===== src/rtl/io_pkg.sv =====
// Shared definitions for the IO channel unit.
// Provides the channel count, the first output channel number, the channel
// word type and the output-FIFO entry type ({channel number, word}).
package io_pkg;

  localparam int unsigned IO_CHANNELS = 16;
  localparam int unsigned IO_OUT_BASE = 8;

  typedef logic [14:0] io_word_t;

  typedef struct packed {
    logic [3:0] sel;
    io_word_t   data;
  } io_entry_t;

endpackage


===== src/rtl/io_out_fifo.sv =====
// Synchronous FIFO with an exact occupancy count, holding output-channel writes.
// Ports:
//   clock, rst_l     clock and asynchronous active-low reset
//   push, push_data  enqueue request and entry (taken if not full, or full with pop)
//   pop              dequeue request (ignored while empty)
//   head             entry at the read pointer (meaningful only when !empty)
//   count            occupancy, 0..DEPTH
//   full, empty      occupancy flags
module io_out_fifo
  import io_pkg::*;
#(
  parameter int unsigned DEPTH = 4
) (
  input  logic      clock,
  input  logic      rst_l,
  input  logic      push,
  input  io_entry_t push_data,
  input  logic      pop,
  output io_entry_t head,
  output logic [4:0] count,
  output logic      full,
  output logic      empty
);

  localparam int unsigned PtrW = (DEPTH > 1) ? $clog2(DEPTH) : 1;

  io_entry_t       mem_q [DEPTH];
  logic [PtrW-1:0] wr_ptr_q, rd_ptr_q;
  logic [4:0]      count_q;
  logic            do_push, do_pop;

  assign empty   = (count_q == 5'd0);
  assign full    = (count_q == 5'(DEPTH));
  assign do_pop  = pop && !empty;
  // When full, the slot being popped this cycle is the one the push lands in.
  assign do_push = push && (!full || do_pop);
  assign head    = mem_q[rd_ptr_q];
  assign count   = count_q;

  // DEPTH is a power of two, so pointers wrap naturally at PtrW bits.
  always_ff @(posedge clock or negedge rst_l) begin
    if (!rst_l) begin
      wr_ptr_q <= '0;
      rd_ptr_q <= '0;
      count_q  <= '0;
    end else begin
      if (do_push) wr_ptr_q <= wr_ptr_q + 1'b1;
      if (do_pop)  rd_ptr_q <= rd_ptr_q + 1'b1;
      if (do_push && !do_pop)      count_q <= count_q + 5'd1;
      else if (do_pop && !do_push) count_q <= count_q - 5'd1;
    end
  end

  always_ff @(posedge clock) begin
    if (do_push) mem_q[wr_ptr_q] <= push_data;
  end

endmodule


===== src/rtl/io_channel_unit.sv =====
// IO channel unit: sixteen 15-bit channel registers (0-7 input, 8-15 output)
// shared between the core and peripherals. Core writes to output channels are
// also queued in an output FIFO for the peripheral side.
// Ports:
//   clock, rst_l                         clock, asynchronous active-low reset
//   IO_write_en/sel/data                 core channel write
//   IO_read_sel, IO_read_data            core channel read (write-bypassed)
//   ext_in_valid/sel/data, ext_in_ready  peripheral write to input channels
//   ext_out_valid/sel/data, ext_out_ready output FIFO head and pop
//   fifo_count, io_full, io_overflow     FIFO status; overflow is sticky
// Build option: define IO_LOOPBACK_EN to copy each popped entry's word into
// input channel (sel - 8), lowest priority behind core and ext_in writes.
module io_channel_unit
  import io_pkg::*;
#(
  parameter int unsigned FIFO_DEPTH = 4
) (
  input  logic        clock,
  input  logic        rst_l,
  input  logic        IO_write_en,
  input  logic [3:0]  IO_write_sel,
  input  logic [14:0] IO_write_data,
  input  logic [3:0]  IO_read_sel,
  output logic [14:0] IO_read_data,
  input  logic        ext_in_valid,
  input  logic [2:0]  ext_in_sel,
  input  logic [14:0] ext_in_data,
  output logic        ext_in_ready,
  output logic        ext_out_valid,
  output logic [3:0]  ext_out_sel,
  output logic [14:0] ext_out_data,
  input  logic        ext_out_ready,
  output logic [4:0]  fifo_count,
  output logic        io_full,
  output logic        io_overflow
);

  io_word_t  chan_q [IO_CHANNELS];
  io_word_t  chan_d [IO_CHANNELS];
  io_entry_t head;
  logic      fifo_empty;
  logic      out_wr, pop, core_acc, in_acc, overflow_q;

  assign out_wr   = IO_write_en && (IO_write_sel >= 4'(IO_OUT_BASE));
  assign pop      = ext_out_valid && ext_out_ready;
  // A write to a full FIFO is still taken if the head leaves in the same cycle.
  assign core_acc = IO_write_en && (!out_wr || !io_full || pop);

  assign ext_in_ready = !(IO_write_en && (IO_write_sel == {1'b0, ext_in_sel}));
  assign in_acc       = ext_in_valid && ext_in_ready;

  assign IO_read_data = (IO_write_en && (IO_write_sel == IO_read_sel)) ? IO_write_data
                                                                       : chan_q[IO_read_sel];

  io_out_fifo #(
    .DEPTH (FIFO_DEPTH)
  ) u_out_fifo (
    .clock     (clock),
    .rst_l     (rst_l),
    .push      (out_wr && core_acc),
    .push_data ('{sel: IO_write_sel, data: IO_write_data}),
    .pop       (pop),
    .head      (head),
    .count     (fifo_count),
    .full      (io_full),
    .empty     (fifo_empty)
  );

  assign ext_out_valid = !fifo_empty;
  // Masked while empty so stale memory never reaches the pins.
  assign ext_out_sel   = ext_out_valid ? head.sel  : '0;
  assign ext_out_data  = ext_out_valid ? head.data : '0;
  assign io_overflow   = overflow_q;

  // Later assignments win: loopback < ext_in < core.
  always_comb begin
    for (int i = 0; i < int'(IO_CHANNELS); i++) chan_d[i] = chan_q[i];
`ifdef IO_LOOPBACK_EN
    if (pop) chan_d[4'(head.sel - 4'(IO_OUT_BASE))] = head.data;
`else
    // Pops leave the input channels untouched.
`endif
    if (in_acc)   chan_d[{1'b0, ext_in_sel}] = ext_in_data;
    if (core_acc) chan_d[IO_write_sel]       = IO_write_data;
  end

  always_ff @(posedge clock or negedge rst_l) begin
    if (!rst_l) begin
      for (int i = 0; i < int'(IO_CHANNELS); i++) chan_q[i] <= '0;
      overflow_q <= 1'b0;
    end else begin
      for (int i = 0; i < int'(IO_CHANNELS); i++) chan_q[i] <= chan_d[i];
      if (out_wr && !core_acc) overflow_q <= 1'b1;
    end
  end

endmodule


===== config.mk =====
export PLATFORM = sky130hd
export DESIGN_NAME = io_channel_unit
export DESIGN_NICKNAME = d
export VERILOG_FILES = /design/src/rtl/io_pkg.sv /design/src/rtl/io_out_fifo.sv /design/src/rtl/io_channel_unit.sv
export SDC_FILE = /design/constraint.sdc
export NUM_CORES = 1
export LEC_CHECK = 0
export ABC_AREA = 1
export CAP_MARGIN = 15
export CORE_MARGIN = 2
export CORE_UTILIZATION = 40
export DETAILED_ROUTE_END_ITERATION = 7
export RECOVER_POWER = 50
export SETUP_SLACK_MARGIN = 0.4
export SYNTH_ARGS = -nofsm -noshare
export SYNTH_HDL_FRONTEND = slang
export SYNTH_SLANG_ARGS = --single-unit

===== constraint.sdc =====
create_clock -name clock -period 6.1 [get_ports clock]
set_input_delay 1.22 -clock clock [delete_from_list [all_inputs] [get_ports clock]]
set_output_delay 1.22 -clock clock [all_outputs]
set_load 0.005 [all_outputs]

==> After elaboration in Yosys (flattened, before gate mapping) <==
Memories as Yosys holds them, arrays and structs flattened.
Index checks and enable logic that the tools add are counted.
{ "classes": {"addsub": 4, "order_cmp": 6, "eq_ne": 3, "n_mux": 18, "bitwise_logic": 3, "n_reduce_logical": 26} }
{ "op_table": {"columns": ["operator", "count"], "rows": [
  ["$bwmux W240", 2],
  ["$mux W240", 2],
  ["$demux W15 S4", 2],
  ["$mux W15", 6],
  ["$bmux W15 S4", 1],
  ["$ge A5 B5 Y1 const B", 3],
  ["$logic_and A1 B1 Y1", 14],
  ["$lt A5 B1 Y1 const B", 2],
  ["$mux W5", 2],
  ["$not A4 Y5", 2],
  ["$logic_not A1 Y1", 7],
  ["$add A5 B1 Y5 const B", 1],
  ["$eq A5 B3 Y1 const B", 1],
  ["$logic_not A5 Y1", 1],
  ["$not A3 Y5", 1],
  ["$sub A5 B1 Y5 const B", 1],
  ["$add A2 B1 Y2 const B", 2],
  ["$eq A4 B3 Y1", 1],
  ["$eq A4 B4 Y1", 1],
  ["$ge A4 B4 Y1 const B", 1],
  ["$mux W4", 1],
  ["$logic_or A1 B1 Y1", 3],
  ["$mux W1", 2],
  ["$reduce_bool A2 Y1", 1]
]} }
{ "totals": {"register_bits": 250, "mem_bits_rw": 76, "input_bits": 46, "out_inout_bits": 43, "elab_cells": 81, "n_memories": 1} }
{ "memory_table": {"columns": ["memory", "depth", "word_bits", "read_ports", "rd_clocked_by_memory_dff", "wr", "line_no", "source"], "rows": [
  ["u_out_fifo.mem_q", 4, 19, 1, 0, 1, "io_out_fifo.sv:27", "io_entry_t mem_q [DEPTH];"]
]} }

==> Depth between registers and ports, before layout <==
Gate-level depths: netlist (run 1).
{ "depth": {"word_depth": 12, "ltp_mapped": 16, "ltp_nobuf": 15} }

==> Hierarchy <==
From an unflattened synthesis (run 1), not the netlist that was laid out.
{ "hier_totals": {"cells_unflattened": 2691, "hier_area_um2": 18662.9} }
{ "modules_own_cells": {"columns": ["mod", "instances", "cells_per_inst", "area_per_inst_um2", "seq_area_each_um2"], "rows": [
  ["io_channel_unit", 1, 2419, 15152.0, 6030.8],
  ["io_out_fifo", 1, 272, 3510.9, 2507.4]
]} }

==> Worst setup path before layout (run 1) <==
OpenSTA, ideal clock, no wires.
{ "synth_path": {"kind": "in2out", "start": "in IO_read_sel[3]", "end": "out IO_read_data[10]", "t_arrival_ns": 2.268, "setup_slack_ns": 2.612, "cell_stages": 10, "path_buffers": 2, "path_cell_list": "buf_2 -> clkinv_1 -> nand2_1 -> o21ai_1 -> a21oi_1 -> nand2_1 -> inv_2 -> buf_4 -> nand2_1 -> nand2_1"} }
{ "synth_between": {"elab_chain_len": 5} }
{ "synth_rtl": {"columns": ["item", "line_no", "source"], "rows": [
  ["from (decl)", "io_channel_unit.sv:23", "input logic [3:0] IO_read_sel,"],
  ["$not A4 Y5 (not written as such)", "io_channel_unit.sv:53", ": chan_q[IO_read_sel];"],
  ["$bmux W15 S4", "io_channel_unit.sv:53", null],
  ["$mux W15 (not written as such) (2 in a row)", "io_channel_unit.sv:53", null],
  ["$mux W15 (*)", "io_channel_unit.sv:52", "assign IO_read_data = (IO_write_en && (IO_write_sel == IO_read_sel)) ? IO_write_data"],
  ["to (decl)", "io_channel_unit.sv:24", "output logic [14:0] IO_read_data,"]
]} }
Every way passes the cells marked *; elsewhere a longest branch is shown, timed or not. The select of a mux whose other input is x is not followed.

==> Worst setup path in the final report (run 1) <==
{ "layout_path": {"start": "in IO_read_sel[3]", "end": "out IO_read_data[3]"} }
The elaborated chain is that of the path after synthesis.

==> results by group, run 1 <==
Run status
  • Outcome: finished with violations
  • Violated checks: capacitance limit, slew limit

Layout
  • Finished Cell Area: 21800 µm²
  • Filler cells: 4846
  • Commonest non-fill, non-tap cells in the layout: nand2_1, nand3_1, dfrtp_1
  • NumNets Final: 2925
  • Fraction of layout cells with a size suffix above 1: 4.76%
  • Finished Layout Cells: 3515
  • Commonest non-fill, non-tap cell in the layout: nand2_1
  • Area Overhead vs Synth: 12.1%

STA
  • Slew HR: -119%
  • Final critical-path required period: 5.19 ns
  • Final Hold Fails: 0
  • PnR worst setup slack: 0.909 ns
  • RSZ-0062 raised after global routing: false
  • Max-slew violations: 279
  • TNS Setup: 0 ns
  • Worst Skew: 0.0117 ns
  • Period utilisation layout: 85.1%
  • Setup violators final: 0
  • Measured slew at the worst slew-check pin: 3.28 ns
  • Fmax: 193 MHz

CTS
  • # resized after CTS: 0
  • CTS clk-pin slew, worst paths: 0.06 ns
  • CTS Buf Count: 38
  • Clock sink count: 326
  • CTS tree: yes
  • CTS max path bufs: 3
  • Hold Buf Count CTS: 0
  • CTS HTree Levels: 2
  • Clock root buffer: clkbuf_16
  • Worst skew pair latency: 0.58 ns
  • Postcts setup bufs: 0

Power and ir drop
  • NetSw: 0.00252 W
  • Switching share of power: 34.8%
  • Pwr dens: 331 nW/µm²
  • Peak supply drop: 0.191 mV
  • Sequential Power Share: 40.4%
  • Internal: 0.00471 W
  • Logic pwr share: 28.0%
  • LEAKAGE: 11.2 nW
  • Pwr Total: 0.00723 W
  • Clock share of power: 31.6%

Placement
  • Routability cong.: 0.860
  • I/O Buffers: 88
  • Place WS: 0.964 ns
  • Placed Instances: 3439
  • Half-perimeter wire length after placement: 44.0 mm
  • Placed cell area: 20600 µm²

GRT
  • Vias in the first global route: 17978
  • Remaining global-route overflow: 0
  • GRT busiest layer: met2
  • Overall Global Routing Usage: 28.5%
  • GR Util met2: 41.8%
  • M3 GR Usage: 5.37%
  • Grt met1 use: 41.0%
  • Largest net degree at the start of global routing: 111
  • First-pass GRT wire length: 110 mm
  • Initial antenna violation count: 4

Synthesis
  • Top cells by area, synth: dfrtp_1, nand2_1, edfxtp_1
  • Avg Cell Area, Syn: 6.74 µm²
  • Sequential element share of the synthesized area: 43.8%
  • Post-synth top area share: 32.1%
  • Mapped Cells: 2892
  • Synth area leader: dfrtp_1
  • Unique cell type count in the Yosys netlist: 27
  • Post-Syn Area: 19500 µm²
  • Mapped Nets: 2947
  • Yosys warning total: 0
  • #FFs+latches synth: 326

Floorplan
  • Die X: 225 µm
  • Initial Utilization: 40.6%
  • Ports: 89
  • Die H: 225 µm
  • Std cell rows: 80
  • Die Footprint: 50500 µm²
  • Core area: 47900 µm²

Setup path
  • Arrival @ worst endpoint: 3.97 ns
  • Reg2reg path depth: 15
  • R2R setup slack: 2.64 ns
  • Setup crit end kind: primary output
  • CP startpoint kind: input pin
  • CP Class: input pin to primary output
  • Critical path's slowest cell: clkdlybuf4s50_1
  • Max incr delay on CP: 0.50 ns
  • Worst EP required: 4.88 ns
  • CP cell instances: clkdlybuf4s50_1 -> buf_4 -> clkinv_1 -> buf_4 -> nand2_1 -> o21ai_1 -> a21oi_1 -> nand2_1 -> inv_2 -> nand2_1 -> nand2_1 -> clkdlybuf4s50_1
  • Maximum fanout along the worst path: 17
  • Cell mode on critical path: nand2_1

Drt
  • Wire length per cell: 20.4 µm
  • Post-route DRC: 0
  • DR vias: 19208
  • Drt total wl: 71.6 mm
  • Vias per inst: 5.46
  • DRT Pass-1 Iters: 6
  • 1st-iter DRT viols: 2253
  • Detail Route Antenna Nets: 0

Min path
  • Hold depth: 2
  • Tightest Hold Check Type: register to register

Flow run
  • Max-Cap Viols: 10
flip-flops by register name, summed over array words and instances (netlist names):
name,flops
chan_q,240
u_out_fifo.mem_q,76
u_out_fifo.count,5
u_out_fifo.rd_ptr_q,2
u_out_fifo.wr_ptr_q,2
io_overflow,1
power groups by stage:
stage | registers, W | clock network, W | logic (W)
after floorplan | 0.00286 | 0 | 0.00131
after global placement | 0.00294 | 0 | 0.00198
after detailed placement | 0.00296 | 0 | 0.00202
after CTS | 0.00292 | 0.00231 | 0.00203
after global routing | 0.00297 | 0.00240 | 0.00229
final | 0.00292 | 0.00228 | 0.00202
layer usage:
layer,vias up,wire length (µm),share of wire [%]
met5,-,0,0
met4,0,2990,4.2
met3,146,6480,9.0
met2,858,30400,43
met1,9119,31700,44
li1,9085,-,-
final cells by class:
cell class	count	area (µm²)	area share, %
diodes	1	2.50	0.0115
clock buffers	58	1090	4.97
clock inverters	11	124	0.567
inverters	232	873	4.00
multi-input cells	2116	9060	41.5
flip-flops and latches	326	8540	39.1
well taps	615	769	3.52
repair buffers	156	1400	6.38
worst paths after layout:
check                                           startpoint                            endpoint
min in group asynchronous                            rst_l  u_out_fifo.rd_ptr_q[0]$_DFFE_PN0P_
max                                         IO_read_sel[3]                     IO_read_data[3]
min                                 chan_q[25]$_DFFE_PN0P_              chan_q[25]$_DFFE_PN0P_
min reg2reg                         chan_q[25]$_DFFE_PN0P_              chan_q[25]$_DFFE_PN0P_
max reg2reg                u_out_fifo.count[0]$_DFFE_PN0P_     u_out_fifo.count[4]$_DFFE_PN0P_
max in group asynchronous                            rst_l              chan_q[80]$_DFFE_PN0P_
critical path: cells and delay by family:
| kind | cells | cell delay (ns) |
|---|---|---|
| buffers and inverters | 6 | 1.87 |
| and+or+nand+nor | 4 | 0.65 |
| AOI/OAI and AO/OA | 2 | 0.21 |
metrics by stage:
step,hold WS (ns),util (%)
6_report,0.468,45.6
5_1_grt,0.484,45.6
3_5_place_dp,0.458,43.0
2_1_floorplan,0.442,-
4_1_cts,0.472,45.5
3_3_place_gp,0.453,43.0
synth_stat cells (all sizes together):
cell type / n
edfxtp: 76
clkinv: 3
inv: 229
xor2: 3
xnor2: 1
clkbuf: 110
nand2: 1362
a21boi: 1
ha: 8
nand3b: 1
o21ai: 162
nand4: 122
a31oi: 1
a21oi: 23
nand3: 318
nor2: 113
dfrtp: 250
fa: 1
buf: 108
cells by family after synthesis:
family                   synth area share, %
buffers and inverters                   9.68
AND/OR/NAND/NOR                         40.9
flip-flops                              43.8
XOR/XNOR                               0.180
AO/OA/AOI/OAI                           4.82
adder cells (fa/ha/maj)                0.616
Power figures use the tool's default switching activity.
==> run 2: changes to the inputs <==
Clock period 6.1 ns to 6.74 ns, I/O delays scaled along.
==> run 2 against run 1 <==
The run still ends with capacitance limit, slew limit left; worst setup slack better by 0.047 ns; sequential power decreased by 9.6%; cell count barely moved; via count shrank 0.33%; largest power group unchanged; sequential share of layout area is 0.15 points lower; global-route usage shrank 0.35 points.
==> results by group, run 2 (synthesized netlist as in run 1, its figures left out) <==
Drt
  • DRT Pass-1 Iters: 5 (was 6)
  • Post-route DRC: 0 (unchanged)
  • Vias per inst: 5.45 (was 5.46)
  • Detail Route Antenna Nets: 0 (unchanged)
  • 1st-iter DRT viols: 2360 (was 2253)
  • Drt total wl: 71.5 mm (was 71.6 mm)
  • Wire length per cell: 20.3 µm (was 20.4 µm)
  • DR vias: 19145 (was 19208)

Layout
  • Layout Utilization: 45.7% (was 45.6%)
  • Register with the most flip-flops: chan_q (unchanged)
  • Commonest non-fill, non-tap cells in the layout: nand2_1, nand3_1, dfrtp_1 (unchanged)
  • Max FFs per register: 240 (unchanged)
  • Finished Cell Area: 21900 µm² (was 21800 µm²)
  • NumNets Final: 2923 (was 2925)
  • Area Overhead vs Synth: 12.6% (was 12.1%)
  • Fraction of layout cells with a size suffix above 1: 4.90% (was 4.76%)
  • Commonest non-fill, non-tap cell in the layout: nand2_1 (unchanged)
  • Filler cells: 4851 (was 4846)

Min path
  • Tightest Hold Check Type: register to register (unchanged)

GRT
  • Vias in the first global route: 17688 (was 17978)
  • First-pass GRT wire length: 109 mm (was 110 mm)
  • Largest net degree at the start of global routing: 155 (was 111)
  • Initial antenna violation count: 3 (was 4)
  • Remaining global-route overflow: 0 (unchanged)
  • Overall Global Routing Usage: 28.2% (was 28.5%)

CTS
  • CTS max path bufs: 3 (unchanged)
  • Postcts setup bufs: 0 (unchanged)
  • # resized after CTS: 0 (unchanged)
  • CTS tree: yes (unchanged)
  • Clock root buffer: clkbuf_16 (unchanged)
  • Hold Buf Count CTS: 0 (unchanged)
  • CTS clk-pin slew, worst paths: 0.05 ns (was 0.06 ns)
  • Clock sink count: 326 (unchanged)
  • Worst skew pair latency: 0.57 ns (was 0.58 ns)
  • CTS Buf Count: 39 (was 38)
  • CTS HTree Levels: 2 (unchanged)

STA
  • Final Hold Fails: 0 (unchanged)
  • Period utilisation layout: 85.8%
  • Setup violators final: 0 (unchanged)
  • Measured slew at the worst slew-check pin: 4.05 ns (was 3.28 ns)
  • TNS Setup: 0 ns (unchanged)
  • Worst Skew: 0.00741 ns (was 0.0117 ns)
  • Max-slew violations: 467 (was 279)
  • RSZ-0062 raised after global routing: false (unchanged)
  • Fmax: 173 MHz
  • Slew HR: -170% (was -119%)
  • Final critical-path required period: 5.78 ns

Setup path
  • Worst EP required: 5.39 ns (was 4.88 ns)
  • Maximum fanout along the worst path: 17 (unchanged)
  • Arrival @ worst endpoint: 4.44 ns (was 3.97 ns)
  • Setup crit end kind: primary output (unchanged)
  • Cell mode on critical path: nand2_1 (unchanged)
  • CP cell instances: clkdlybuf4s50_1 -> buf_4 -> clkinv_1 -> nand2_1 -> o21ai_1 -> a21oi_1 -> nand2_1 -> inv_2 -> nand2_1 -> nand2_1 -> clkdlybuf4s50_1 (was clkdlybuf4s50_1 -> buf_4 -> clkinv_1 -> buf_4 -> nand2_1 -> o21ai_1 -> a21oi_1 -> nand2_1 -> inv_2 -> nand2_1 -> nand2_1 -> clkdlybuf4s50_1)
  • CP bufs+invs: 5 (was 6)
  • CP startpoint kind: input pin (unchanged)
  • Critical path's slowest cell: clkinv_1 (was clkdlybuf4s50_1)
  • Crit-path leading delay family: buffers and inverters (unchanged)
  • Max incr delay on CP: 0.55 ns (was 0.50 ns)
  • CP Class: input pin to primary output (unchanged)

Floorplan
  • Core area: 47900 µm² (unchanged)
  • Ports: 89 (unchanged)
  • Die X: 225 µm (unchanged)
  • Die Footprint: 50500 µm² (unchanged)
  • Die H: 225 µm (unchanged)
  • Initial Utilization: 40.6% (unchanged)
  • Std cell rows: 80 (unchanged)

Placement
  • Placed cell area: 20600 µm² (about the same)
  • Routability cong.: 0.911 (was 0.860)
  • Half-perimeter wire length after placement: 43.5 mm (was 44.0 mm)
  • I/O Buffers: 88 (unchanged)

Power and ir drop
  • Switching share of power: 34.2% (was 34.8%)
  • NetSw: 0.00228 W (was 0.00252 W)
  • Peak supply drop: 0.156 mV (was 0.191 mV)
  • Pwr dens: 305 nW/µm² (was 331 nW/µm²)
  • Pwr Total: 0.00668 W (was 0.00723 W)
  • Clock share of power: 33.0% (was 31.6%)
  • Sequential Power Share: 39.5% (was 40.4%)
  • Internal: 0.00440 W (was 0.00471 W)
  • LEAKAGE: 11.2 nW (about the same)
  • Logic pwr share: 27.6% (was 28.0%)

Flow run
  • Max-Cap Viols: 15 (was 10)

Run status
  • Outcome: finished with violations (unchanged)
  • Violated checks: capacitance limit, slew limit (unchanged)
==> run 2: cell types whose count changed in the layout (fill, tap and decap cells not counted), moves of 2 or more <==
cell	delta
nor2_1	-2
clkbuf_1	-6
bufinv_16	+2
nor2_2	+2
clkinv_2	-4
clkinv_4	+3
clkbuf_16	+3
==> run 2: worst min-delay path: cells and delay by family (launching register included) <==
kind	cells	cell delay [ns]
buffers and inverters	1	0.04
DFF	1	0.34
and+or+nand+nor	1	0.05
==> run 2: final cells by class <==
| cell class | instances | area [µm²] | share of cell area (%) |
|---|---|---|---|
| Clock buffer | 55 | 1130 | 5.15 |
| Tap cell | 615 | 769 | 3.51 |
| Clock inverter | 14 | 203 | 0.924 |
| Antenna cell | 2 | 5.00 | 0.0228 |
| Timing Repair Buffer | 153 | 1360 | 6.20 |
| Multi-Input combinational cell | 2116 | 9060 | 41.3 |
| Sequential cell | 326 | 8540 | 38.9 |
| Inverter | 232 | 873 | 3.98 |
==> run 2: worst paths after layout <==
check,startpoint,end,slack [ns],cells after the start
max,IO_read_sel[3],IO_read_data[0],0.96,11
min,io_overflow$_DFFE_PN0P_,io_overflow$_DFFE_PN0P_,0.46,2
min in group asynchronous,rst_l,u_out_fifo.rd_ptr_q[0]$_DFFE_PN0P_,0.76,1
max reg2reg,u_out_fifo.count[0]$_DFFE_PN0P_,u_out_fifo.count[4]$_DFFE_PN0P_,2.42,15
min reg2reg,io_overflow$_DFFE_PN0P_,io_overflow$_DFFE_PN0P_,0.46,2
max in group asynchronous,rst_l,chan_q[122]$_DFF_PN0_,1.47,2
==> run 2: routing by layer <==
metal | up-vias | share of wire [%] | track usage, %
met5 | - | 0 | 0
met4 | 0 | 2.9 | 10.7
met3 | 120 | 9.8 | 6.62
met2 | 888 | 44 | 41.6
met1 | 9036 | 44 | 40.1
li1 | 9101 | - | -
==> run 2: power by group through the flow <==
stage | sequential, W | combinational [W] | clock (W)
floorplan | 0.00259 | 0.00119 | 0
detailed placement | 0.00266 | 0.00184 | 0
finish | 0.00264 | 0.00184 | 0.00220
global placement | 0.00265 | 0.00180 | 0
CTS | 0.00263 | 0.00185 | 0.00224
global route | 0.00268 | 0.00210 | 0.00232
==> run 2: stage by stage <==
stage,std cells,setup slack (ns),hold WS (ns)
final,3513,0.956,0.465
after CTS,3507,0.996,0.472
after detailed placement,3438,1.00,0.458
after global routing,3511,0.645,0.492
after floorplan,2892,3.00,0.442
after global placement,3438,1.03,0.452
